[src/rtl/systolic_pkg.sv]
// Shared constants and FSM encoding for the systolic array datapaths.
// Used by both the input and output datapath blocks.
package systolic_pkg;

    localparam int N      = 4;
    localparam int ELEM_W = 16;
    localparam int BEAT_W = N * ELEM_W;

    typedef enum logic [1:0] {
        IDLE = 2'd0,
        SEND = 2'd1,
        DONE = 2'd2
    } state_t;

endpackage

[src/rtl/output_datapath.sv]
// Captures a complete N x N result matrix from the systolic array and
// streams it out one row per beat over a valid/ready interface.
module output_datapath
    import systolic_pkg::state_t;
    import systolic_pkg::IDLE;
    import systolic_pkg::SEND;
    import systolic_pkg::DONE;
#(
    parameter int N      = systolic_pkg::N,
    parameter int ELEM_W = systolic_pkg::ELEM_W
) (
    input  logic                    clk,
    input  logic                    reset,
    input  logic [N*N*ELEM_W-1:0]   c_in,
    input  logic                    res_valid,
    output logic                    res_ready,
    output logic [N*ELEM_W-1:0]     data_out,
    output logic                    dest_valid,
    input  logic                    dest_ready,
    output logic                    tx_one_done,
    output logic                    unload_done,
    output logic                    busy,
    output logic [1:0]              state_dbg
);

    localparam int BEAT_W = N * ELEM_W;
    localparam int ROW_W  = (N > 1) ? $clog2(N) : 1;
    localparam logic [ROW_W-1:0] LAST_ROW = ROW_W'(N - 1);

    // Handshake: a beat moves on a rising edge only when dest_valid and
    // dest_ready are both high; once raised, dest_valid and data_out hold
    // until that edge. Capture likewise needs res_valid and res_ready.

    state_t                  state_q, state_d;
    logic [ROW_W-1:0]        row_q, row_d;
    logic [N*N*ELEM_W-1:0]   buf_q;
    logic                    tx_done_q;
    logic                    capture;
    logic                    xfer;
    logic [BEAT_W-1:0]       row_data;

    // Column 0 of the selected row lands in the most significant element.
    always_comb begin
        row_data = '0;
        for (int c = 0; c < N; c++) begin
            row_data[(N-1-c)*ELEM_W +: ELEM_W] =
                buf_q[(int'(row_q)*N + c)*ELEM_W +: ELEM_W];
        end
    end

    always_comb begin
        state_d     = state_q;
        row_d       = row_q;
        res_ready   = 1'b0;
        dest_valid  = 1'b0;
        unload_done = 1'b0;
        capture     = 1'b0;
        xfer        = 1'b0;
        case (state_q)
            IDLE: begin
                res_ready = 1'b1;
                if (res_valid) begin
                    capture = 1'b1;
                    row_d   = '0;
                    state_d = SEND;
                end
            end
            SEND: begin
                dest_valid = 1'b1;
                if (dest_ready) begin
                    xfer = 1'b1;
                    // Hold the counter on the last row so it never wraps in SEND.
                    if (row_q == LAST_ROW) begin
                        state_d = DONE;
                    end else begin
                        row_d = row_q + 1'b1;
                    end
                end
            end
            DONE: begin
                unload_done = 1'b1;
                state_d     = IDLE;
            end
            default: begin
                state_d = IDLE;
            end
        endcase
    end

    always_ff @(posedge clk or negedge reset) begin
        if (!reset) begin
            state_q   <= IDLE;
            row_q     <= '0;
            buf_q     <= '0;
            tx_done_q <= 1'b0;
        end else begin
            state_q   <= state_d;
            row_q     <= row_d;
            tx_done_q <= xfer;
            if (capture) begin
                buf_q <= c_in;
            end
        end
    end

    assign data_out    = dest_valid ? row_data : '0;
    assign tx_one_done = tx_done_q;
    assign busy        = (state_q != IDLE);
    assign state_dbg   = state_q;

endmodule

[config.mk]
export PLATFORM = sky130hd
export DESIGN_NAME = output_datapath
export DESIGN_NICKNAME = d
export VERILOG_FILES = /design/src/rtl/systolic_pkg.sv /design/src/rtl/output_datapath.sv
export SDC_FILE = /design/constraint.sdc
export NUM_CORES = 1
export LEC_CHECK = 0
export BUFFER_PORTS_ARGS = -buffer_cell sky130_fd_sc_hd__buf_4
export CAP_MARGIN = 20
export CORE_MARGIN = 3
export CORE_UTILIZATION = 35
export DETAILED_ROUTE_END_ITERATION = 12
export PLACE_DENSITY_LB_ADDON = 0.05
export SYNTH_ARGS = -nofsm -noshare
export SYNTH_HDL_FRONTEND = slang
export SYNTH_SLANG_ARGS = --single-unit
[constraint.sdc]
create_clock -name clk -period 5.3 [get_ports clk]
set_input_delay 0.795 -clock clk [delete_from_list [all_inputs] [get_ports clk]]
set_output_delay 0.795 -clock clk [all_outputs]
set_load 0.005 [all_outputs]
==> summary.txt, run 1 <==
Switching share of power = 0.282
Kind of critical path = register to primary output
Class of the worst hold path = input port to async pin
CP endpoint kind = primary output
Vias = 7122
Logic pwr share = 0.376
Finished Core Util = 0.479
Max VDD drop = 0.275 mV
Final Critical Period = 3.58 ns
Drt pass-1 iters = 4
Die height = 189 um
Site row count = 66
Critical Path Fanout Max = 36
Max_cap viols = 0
Post-CTS setup buffer count = 0
First-pass GRT wire length = 46700 um
Via density = 4.75
Synthesized instance count = 708
Clock sinks = 261
CP most frequent cell = buf_4
Avg Cell Area, Syn = 16.5 um^2
CP Buf/Inv Count = 2
Worst-path clk slew = 0.05 ns
Power Density = 607 nW/um^2
Delay-heaviest family, CP = flip-flops
Highest clock rate = 279 MHz
Die ar. = 35600 um^2
Unrepaired setup endpoints after global routing = false
Initial Util = 0.357
Vias in the first global route = 8102
Share of cells above drive strength 1 = 0.489
Remaining Overflow, GRT = 0
Hold_buf cts = 0
Clock Tree Root = clkbuf_16
Sequential Power Share = 0.380
Worst rel slew slack = 0.375
Routed wire length = 29700 um
Crit-path cells = buf_4 -> mux4_2 -> and2_1 -> buf_4
Initial antenna violation count = 1
TNS Setup = 0 ns
Routed length per instance = 19.8 um
Net Count, Synth = 969
Syn-to-layout area delta = 34.3%
Number of buffers created by CTS = 34
I/O pin total = 331
Core area = 32700 um^2
Category of the worst setup path launch point = register
Synth cell types = 21
Ant. Diodes = 0
Final net count = 1295
CTS tree = built
CTS-repair resized insts = 0
Post-route ant nets = 0
Port buffer count = 330
Tcrit/Tclk final = 0.676
Number of remaining DRC errors = 0
Max Slew Vio Count = 0
Worst Path Arrival = 2.79 ns
Clock share of power = 0.245
GPL Wtd Cong = 0.702
Clock Latency Late Sink = 0.50 ns
Outcome = finished clean
Max Buffers Root-to-Sink = 3
Leak = 0.00694 uW
Die Width = 189 um
Final hold vios = 0
Pint = 6830 uW
CP required = 4.51 ns
Slew of the pin with the lowest slew margin = 0.936 ns
Net switching power = 2680 uW
Largest net degree at the start of global routing = 123
Synth Warn # = 0
Slowest library cell on the worst path = dfrtp_4
Share of the yosys chip area belonging to registers = 0.560
Design Power = 9510 uW
Initial DRC count = 220
CTS H-tree depth = 2
# setup viols final = 0
CP peak stage delay = 0.94 ns
Gr usage total = 0.168
Flop and latch count out of synthesis = 261
Clk_skew = 0.0131 ns
HPWL Detailed = 20100 um
Mapped Area = 11700 um^2
cell usage in the layout (no fill, tap or decap):
cell and count:
buf_4 335, dfrtp_1 259, mux2_1 201, and2_1 65, mux4_2 64, mux2_2 56
clkbuf_16 37, clkbuf_8 9, clkbuf_1 6, clkinv_2 4, buf_12 3, bufinv_16 2
dfrtp_4 2, or2_2 1, inv_1 1, and2b_4 1, nor2b_1 1, nor3b_4 1
nand2_1 1, a21o_1 1, nor4bb_1 1, nor2_1 1, and3_1 1, a22o_1 1
ha_1 1, buf_8 1
layer usage:
metal	GRT usage	vias to the layer above	wire, um
li1	-	3252	-
met1	0.212	3604	12500
met2	0.276	220	14100
met3	0.0610	44	2520
met4	0.0415	2	575
met5	0	-	13
cell type report:
class | instances | area [um^2]
clock buffer | 52 | 1070
clock inverter | 6 | 80.1
fill | 3017 | 17000
inverter | 1 | 3.75
multi-input combinational | 397 | 4840
sequential | 261 | 6540
tap | 442 | 553
timing repair buffer | 339 | 2590
power groups by stage:
stage	sequential [uW]	clock, uW	combinational, uW
after global placement	3680	0	3600
after CTS	3640	2410	3670
after detailed placement	3670	0	3660
after floorplan	3330	0	2520
after global routing	3780	2490	3930
final	3610	2330	3570
stage by stage:
stage / hold WS [ns] / cell area, um^2 / setup WS [ns] / cells
floorplan: 0.452 / 11700 / 3.02 / 708
global placement: 0.463 / 14500 / 2.09 / 1440
detailed placement: 0.469 / 14500 / 2.10 / 1440
CTS: 0.288 / 15700 / 1.57 / 1498
global route: 0.298 / 15700 / 1.45 / 1498
finish: 0.249 / 15700 / 1.72 / 1498
worst paths after layout:
path                                          start                     end  slack (ns)  depth (start not counted)
max                            row_q[0]$_DFFE_PN0P_            data_out[54]        1.72                          4
min                                           reset   buf_q[23]$_DFFE_PN0P_        0.25                          1
max reg2reg                state_dbg[1]$_DFFE_PN0P_  buf_q[231]$_DFFE_PN0P_        2.74                          3
min reg2reg                  buf_q[160]$_DFFE_PN0P_  buf_q[160]$_DFFE_PN0P_        0.48                          1
max in group asynchronous                     reset    row_q[0]$_DFFE_PN0P_        3.95                          2
min in group clk             buf_q[160]$_DFFE_PN0P_  buf_q[160]$_DFFE_PN0P_        0.48                          1
Yosys cell counts:
| cell | n | area (um^2) |
|---|---|---|
| ha_1 | 1 | 12.5 |
| and3_1 | 1 | 6.26 |
| buf_4 | 30 | 225 |
| nor2b_1 | 1 | 6.26 |
| inv_1 | 1 | 3.75 |
| buf_1 | 5 | 18.8 |
| nor2_1 | 1 | 3.75 |
| or2_2 | 1 | 6.26 |
| nor3b_4 | 1 | 18.8 |
| and2b_1 | 1 | 7.51 |
| a21o_1 | 1 | 7.51 |
| mux4_2 | 64 | 1440 |
| dfrtp_1 | 261 | 6530 |
| buf_2 | 6 | 30.0 |
| nor4bb_1 | 1 | 10.0 |
| clkbuf_1 | 8 | 30.0 |
| nand2_1 | 1 | 3.75 |
| and2_1 | 65 | 407 |
| a22o_1 | 1 | 8.76 |
| mux2_2 | 56 | 631 |
| mux2_1 | 201 | 2260 |
cell families after synthesis:
family,Yosys count,share of synthesized area
fa+ha+maj,1,0.00107
mux,321,0.371
buf+inv,50,0.0264
simple gates,73,0.0402
flops,261,0.560
compound gates,2,0.00139
flip-flops by register name (all words and copies together), names as in the netlist:
register and cells:
row_q 2, tx_one_done 1, buf_q 256, state_dbg 2
Power figures use the tool's default switching activity.
==> run 2, diff against run 1 <==
- ABC_AREA: not set -> 1
- clock period: 5.3 -> 3.3 ns (I/O delays scaled with it)
==> summary.txt, run 2 <==
Cell with the most instances after synthesis = nand2_1
Post-route ant nets = 0
Reg2Reg Depth = 6
Vias = 11384
Crit-path cells = inv_2 -> buf_12 -> nand2_1 -> nand3_1 -> a21oi_1 -> buf_4
Vias in the first global route = 11517
CP required = 2.80 ns
Kind of critical path = register to primary output
Post-synth EDFFs = 0
CTS tree = built
Final net count = 2218
Clock Tree Root = clkbuf_16
Worst-path clk slew = 0.06 ns
Commonest non-fill, non-tap cell in the layout = nand2_1
Final instance area = 16300 um^2
Synthesized instance count = 1682
Class of the worst hold path = input port to register
Site row count = 68
CTS H-tree depth = 1
Synth cell types = 16
Final hold vios = 0
Avg Cell Area, Syn = 7.47 um^2
Critical R2R Launch = state_dbg[0]$_DFFE_PN0P_
Worst Path Arrival = 2.63 ns
Die Width = 195 um
Clock Latency Late Sink = 0.56 ns
R2r endpoint = row_q[0]$_DFFE_PN0P_
Number of buffers created by CTS = 31
Drt pass-1 iters = 5
Category of the worst setup path launch point = register
Core area = 35000 um^2
Die ar. = 38200 um^2
Remaining Overflow, GRT = 0
Max_cap viols = 0
Max reg flops = 256
TNS Setup = 0 ns
Die height = 195 um
Share of cells above drive strength 1 = 0.204
Tcrit/Tclk final = 0.947
Share of the yosys chip area belonging to registers = 0.520
Gr usage total = 0.203
Leak = 0.00873 uW
Finished Core Util = 0.467
Design Power = 15400 uW
Asr flop ratio synth = 1.00
Placed cell area = 15300 um^2
Unrepaired setup endpoints after global routing = false
GPL Wtd Cong = 0.816
Via density = 4.67
Main synth FF type = dfrtp_1
Mapped Area = 12600 um^2
Routed length per instance = 16.2 um
Cell taking the most area after synthesis = dfrtp_1
Outcome = finished clean
Critical Path Fanout Max = 49
Max Buffers Root-to-Sink = 3
Syn-to-layout area delta = 29.9%
First-pass GRT wire length = 62800 um
Largest net degree at the start of global routing = 112
Clk_skew = 0.0146 ns
HPWL Detailed = 26600 um
R2R Setup Slk = 1.18 ns
Net Count, Synth = 1943
Post-CTS setup buffer count = 0
Power Density = 946 nW/um^2
Synth Warn # = 0
WHS Path Cells = 3
CP endpoint kind = primary output
Most frequent cells in the layout = nand2_1, buf_4, nor2_1, dfrtp_1, a21oi_1
I/O pin total = 331
CP peak stage delay = 0.78 ns
Largest cells by area after synthesis = dfrtp_1, nand2_1, a21oi_1
Max Slew Vio Count = 0
Routed wire length = 39600 um
Initial Util = 0.359
CP Buf/Inv Count = 3
Hold Crit Start = c_in[170]
Clock sinks = 261
Initial DRC count = 528
# setup viols final = 0
Flop and latch count out of synthesis = 261
Fill count = 3571
Synth top area share = 0.520
Commonest cells in the netlist = nand2_1, nor2_1, dfrtp_1
Number of remaining DRC errors = 0
Port buffer count = 330
Worst Hold Path EP = buf_q[170]$_DFFE_PN0P_
Highest clock rate = 320 MHz
Slowest library cell on the worst path = dfrtp_4
Initial antenna violation count = 10
Largest Register = buf_q
Delay-heaviest family, CP = buffers and inverters
Worst rel slew slack = 0.367
Max VDD drop = 0.535 mV
Final Critical Period = 3.12 ns
Critical Path Stages = 6
Slew of the pin with the lowest slew margin = 0.949 ns
==> run 2: cell types whose count changed in the layout (fill, tap and decap cells not counted), sizes merged, moves of 14 or more <==
cell	change
buf	+14
inv	+200
nand3	+130
a21oi	+257
nor2	+324
and2	-65
mux2	-257
mux4	-64
nand2	+391
==> run 2: cells by family (layout without fill, tap and decap cells) <==
group                    count (synthesis)  after routing  share of synthesized area
AND/OR/NAND/NOR                        850            850                      0.269
buffers and inverters                  313            610                      0.108
flip-flops                             261            261                      0.520
AO/OA/AOI/OAI                          257            257                      0.102
adder cells (fa/ha/maj)                  1              1                   0.000996
other                                    0              3                          0
==> run 2: repair_timing <==
item,in CTS,in global routing
resized for setup,0,1
setup endpoints to repair,0,1
hold endpoints to repair,8,0
hold buffers,1,0
==> run 2: worst max-delay path by stage <==
stage                     slack, ns                 start           end
final                          0.18  row_q[0]$_DFFE_PN0P_  data_out[14]
after global routing           0.01  row_q[0]$_DFFE_PN0P_  data_out[58]
after CTS                      0.14  row_q[0]$_DFFE_PN0P_  data_out[14]
after detailed placement       0.74  row_q[0]$_DFFE_PN0P_  data_out[14]
after global placement         0.75  row_q[0]$_DFFE_PN0P_  data_out[14]
after floorplan                1.66  row_q[1]$_DFFE_PN0P_  data_out[43]
==> run 2: per-layer routing <==
metal / vias to the layer above / part of all wire / track usage
met5: - / 0.0024 / 0
met4: 14 / 0.027 / 0.0518
met3: 73 / 0.064 / 0.0469
met2: 280 / 0.45 / 0.315
met1: 5288 / 0.46 / 0.287
li1: 5729 / - / -
==> run 2: area by class of cell <==
class	instances	area, um^2	share of cell area
clock buffer	48	900	0.0551
tap	455	569	0.0349
inverter	201	757	0.0464
sequential	261	6540	0.401
timing repair buffer	354	2750	0.168
antenna	3	7.51	0.000460
multi-input combinational	1108	4690	0.288
clock inverter	7	110	0.00675
==> run 2: worst reg2reg max path, cell delays in order (launching register included) <==
cell     delay [ns]
dfrtp_1        0.50
nor2_4         0.20
buf_4          0.72
nand2_1        0.27
nand3_1        0.21
nand2_1        0.07
nand2_1        0.09
==> run 2: stage by stage <==
step | hold WS, ns | cells | setup slack, ns
4_1_cts | 0.146 | 2434 | 0.139
5_1_grt | 0.167 | 2437 | 0.0131
2_1_floorplan | 0.199 | 1682 | 1.66
6_report | 0.175 | 2437 | 0.176
3_5_place_dp | 0.460 | 2378 | 0.741
3_3_place_gp | 0.455 | 2378 | 0.753
==> run 2: power by group <==
group          internal [uW]  switching [uW]
Combinational           2720            4030
Sequential              4690             589
Clock                   2080            1330
Total                   9490            5940
==> run 3, diff against run 2 <==
- CORE_MARGIN: 3 -> not set
- CORE_UTILIZATION: 35 -> 53
==> summary.txt, run 3 (same netlist as run 2, synthesis figures left out) <==
Max Slew Vio Count = 0
Gr usage total = 0.284
Max_cap viols = 0
Routed wire length = 34400 um
Critical Path Fanout Max = 195
WHS Path Cells = 3
Largest Register = buf_q
Final WS setup = 0.463 ns
Leak = 0.00870 uW
First-pass GRT wire length = 54700 um
Die Width = 156 um
Placed Instances = 2234
Max Buffers Root-to-Sink = 3
Die ar. = 24300 um^2
Remaining Overflow, GRT = 0
Number of remaining DRC errors = 0
Commonest non-fill, non-tap cell in the layout = nand2_1
Kind of critical path = register to primary output
Unrepaired setup endpoints after global routing = false
Site row count = 55
Flip-flop and latch area = 6540 um^2
Largest net degree at the start of global routing = 196
CTS H-tree depth = 1
# setup viols final = 0
GPL Wtd Cong = 0.831
CP Buf/Inv Count = 2
Fill count = 1991
Final net count = 2213
Final hold vios = 0
Tcrit/Tclk final = 0.860
I/O pin total = 331
Worst Hold Path EP = buf_q[148]$_DFFE_PN0P_
HPWL Detailed = 22800 um
Max reg flops = 256
Initial Util = 0.548
Critical Path Stages = 6
Power Density = 937 nW/um^2
Worst Path Arrival = 2.34 ns
Die height = 156 um
Vias in the first global route = 11080
Outcome = finished clean
Clock Latency Late Sink = 0.53 ns
Post-route ant nets = 0
CP peak stage delay = 0.62 ns
Clk_skew = 0.00611 ns
Core area = 22900 um^2
Multi-input logic area = 4690 um^2
CTS tree = built
Syn-to-layout area delta = 27.8%
Critical R2R Launch = state_dbg[0]$_DFFE_PN0P_
Reg2Reg Depth = 6
Slew of the pin with the lowest slew margin = 0.862 ns
Worst-path clk slew = 0.06 ns
CP most frequent cell = nor2_1
Drt pass-1 iters = 5
CP endpoint kind = primary output
Vias = 11563
Number of buffers created by CTS = 28
Highest clock rate = 352 MHz
R2r endpoint = row_q[0]$_DFFE_PN0P_
Clock Tree Root = clkbuf_16
Routed length per instance = 15.1 um
Hold Crit Start = c_in[148]
Port buffer count = 330
Most frequent cells in the layout = nand2_1, buf_4, nor2_1, dfrtp_1, a21oi_1
Initial DRC count = 990
Worst rel slew slack = 0.425
Final cell count without fillers = 2286
Clock sinks = 261
Pre-CTS setup slack = 1.01 ns
Category of the worst setup path launch point = register
Class of the worst hold path = input port to register
Slowest library cell on the worst path = buf_12
Final Critical Period = 2.84 ns
Initial antenna violation count = 0
CP required = 2.80 ns
Via density = 5.06
Share of cells above drive strength 1 = 0.203
Crit-path cells = buf_12 -> nor2_1 -> nor2_1 -> nand2_1 -> a21oi_1 -> buf_4
TNS Setup = 0 ns
Max VDD drop = 0.587 mV
Delay-heaviest family, CP = buffers and inverters
R2R Setup Slk = 1.37 ns
-- run 3: worst max-delay path by stage --
| stage | startpoint | slack [ns] | endpoint |
|---|---|---|---|
| floorplan | row_q[1]$_DFFE_PN0P_ | 1.66 | data_out[43] |
| global placement | row_q[0]$_DFFE_PN0P_ | 1.03 | data_out[48] |
| detailed placement | row_q[0]$_DFFE_PN0P_ | 1.01 | data_out[48] |
| CTS | row_q[0]$_DFFE_PN0P_ | 0.44 | data_out[48] |
| global route | row_q[1]$_DFFE_PN0P_ | 0.31 | data_out[60] |
| finish | row_q[0]$_DFFE_PN0P_ | 0.46 | data_out[60] |
-- run 3: layout make-up --
class / instances / share of cell area
Tap cell: 313 / 0.0244
Sequential cell: 261 / 0.407
Inverter: 201 / 0.0471
Clock inverter: 4 / 0.00125
Timing Repair Buffer: 352 / 0.173
Clock buffer: 46 / 0.0554
Antenna cell: 1 / 0.000156
Multi-Input combinational cell: 1108 / 0.292
-- run 3: metal layers --
| metal | up-vias | GRT usage | routed length (um) |
|---|---|---|---|
| met5 | - | 0 | 0 |
| met4 | 0 | 0.113 | 1260 |
| met3 | 71 | 0.0628 | 2710 |
| met2 | 381 | 0.462 | 16100 |
| met1 | 5404 | 0.368 | 14300 |
| li1 | 5707 | - | - |
-- run 3: repair_timing --
item                      4_1_cts  5_1_grt
gates resized for setup         0        0
hold buffers                    1        0
hold endpoints to repair       73        0
buffers inserted                0        0
-- run 3: power by group --
group / total, uW / switching (uW) / internal, uW / leakage, uW
sequential: 5220 / 528 / 4690 / 0.00293
combinational: 6750 / 4010 / 2740 / 0.00531
clock: 3080 / 1260 / 1820 / 0.000453
total: 15000 / 5790 / 9250 / 0.00870
-- run 3: per-stage QoR --
step	power [uW]	utilization	hold slack (ns)	instance area, um^2
5_1_grt	16300	0.701	0.177	16100
3_3_place_gp	11800	0.661	0.455	15100
2_1_floorplan	9500	-	0.199	12600
3_5_place_dp	12000	0.661	0.459	15100
4_1_cts	15100	0.701	0.176	16100
6_report	15000	0.701	0.191	16100
-- run 3: worst reg2reg max path, stage by stage (launching register included) --
cell	delay (ns)
dfrtp_1	0.48
nor2_4	0.19
buf_4	0.62
nand2_1	0.25
nand3_1	0.19
nand2_1	0.06
nand2_1	0.09
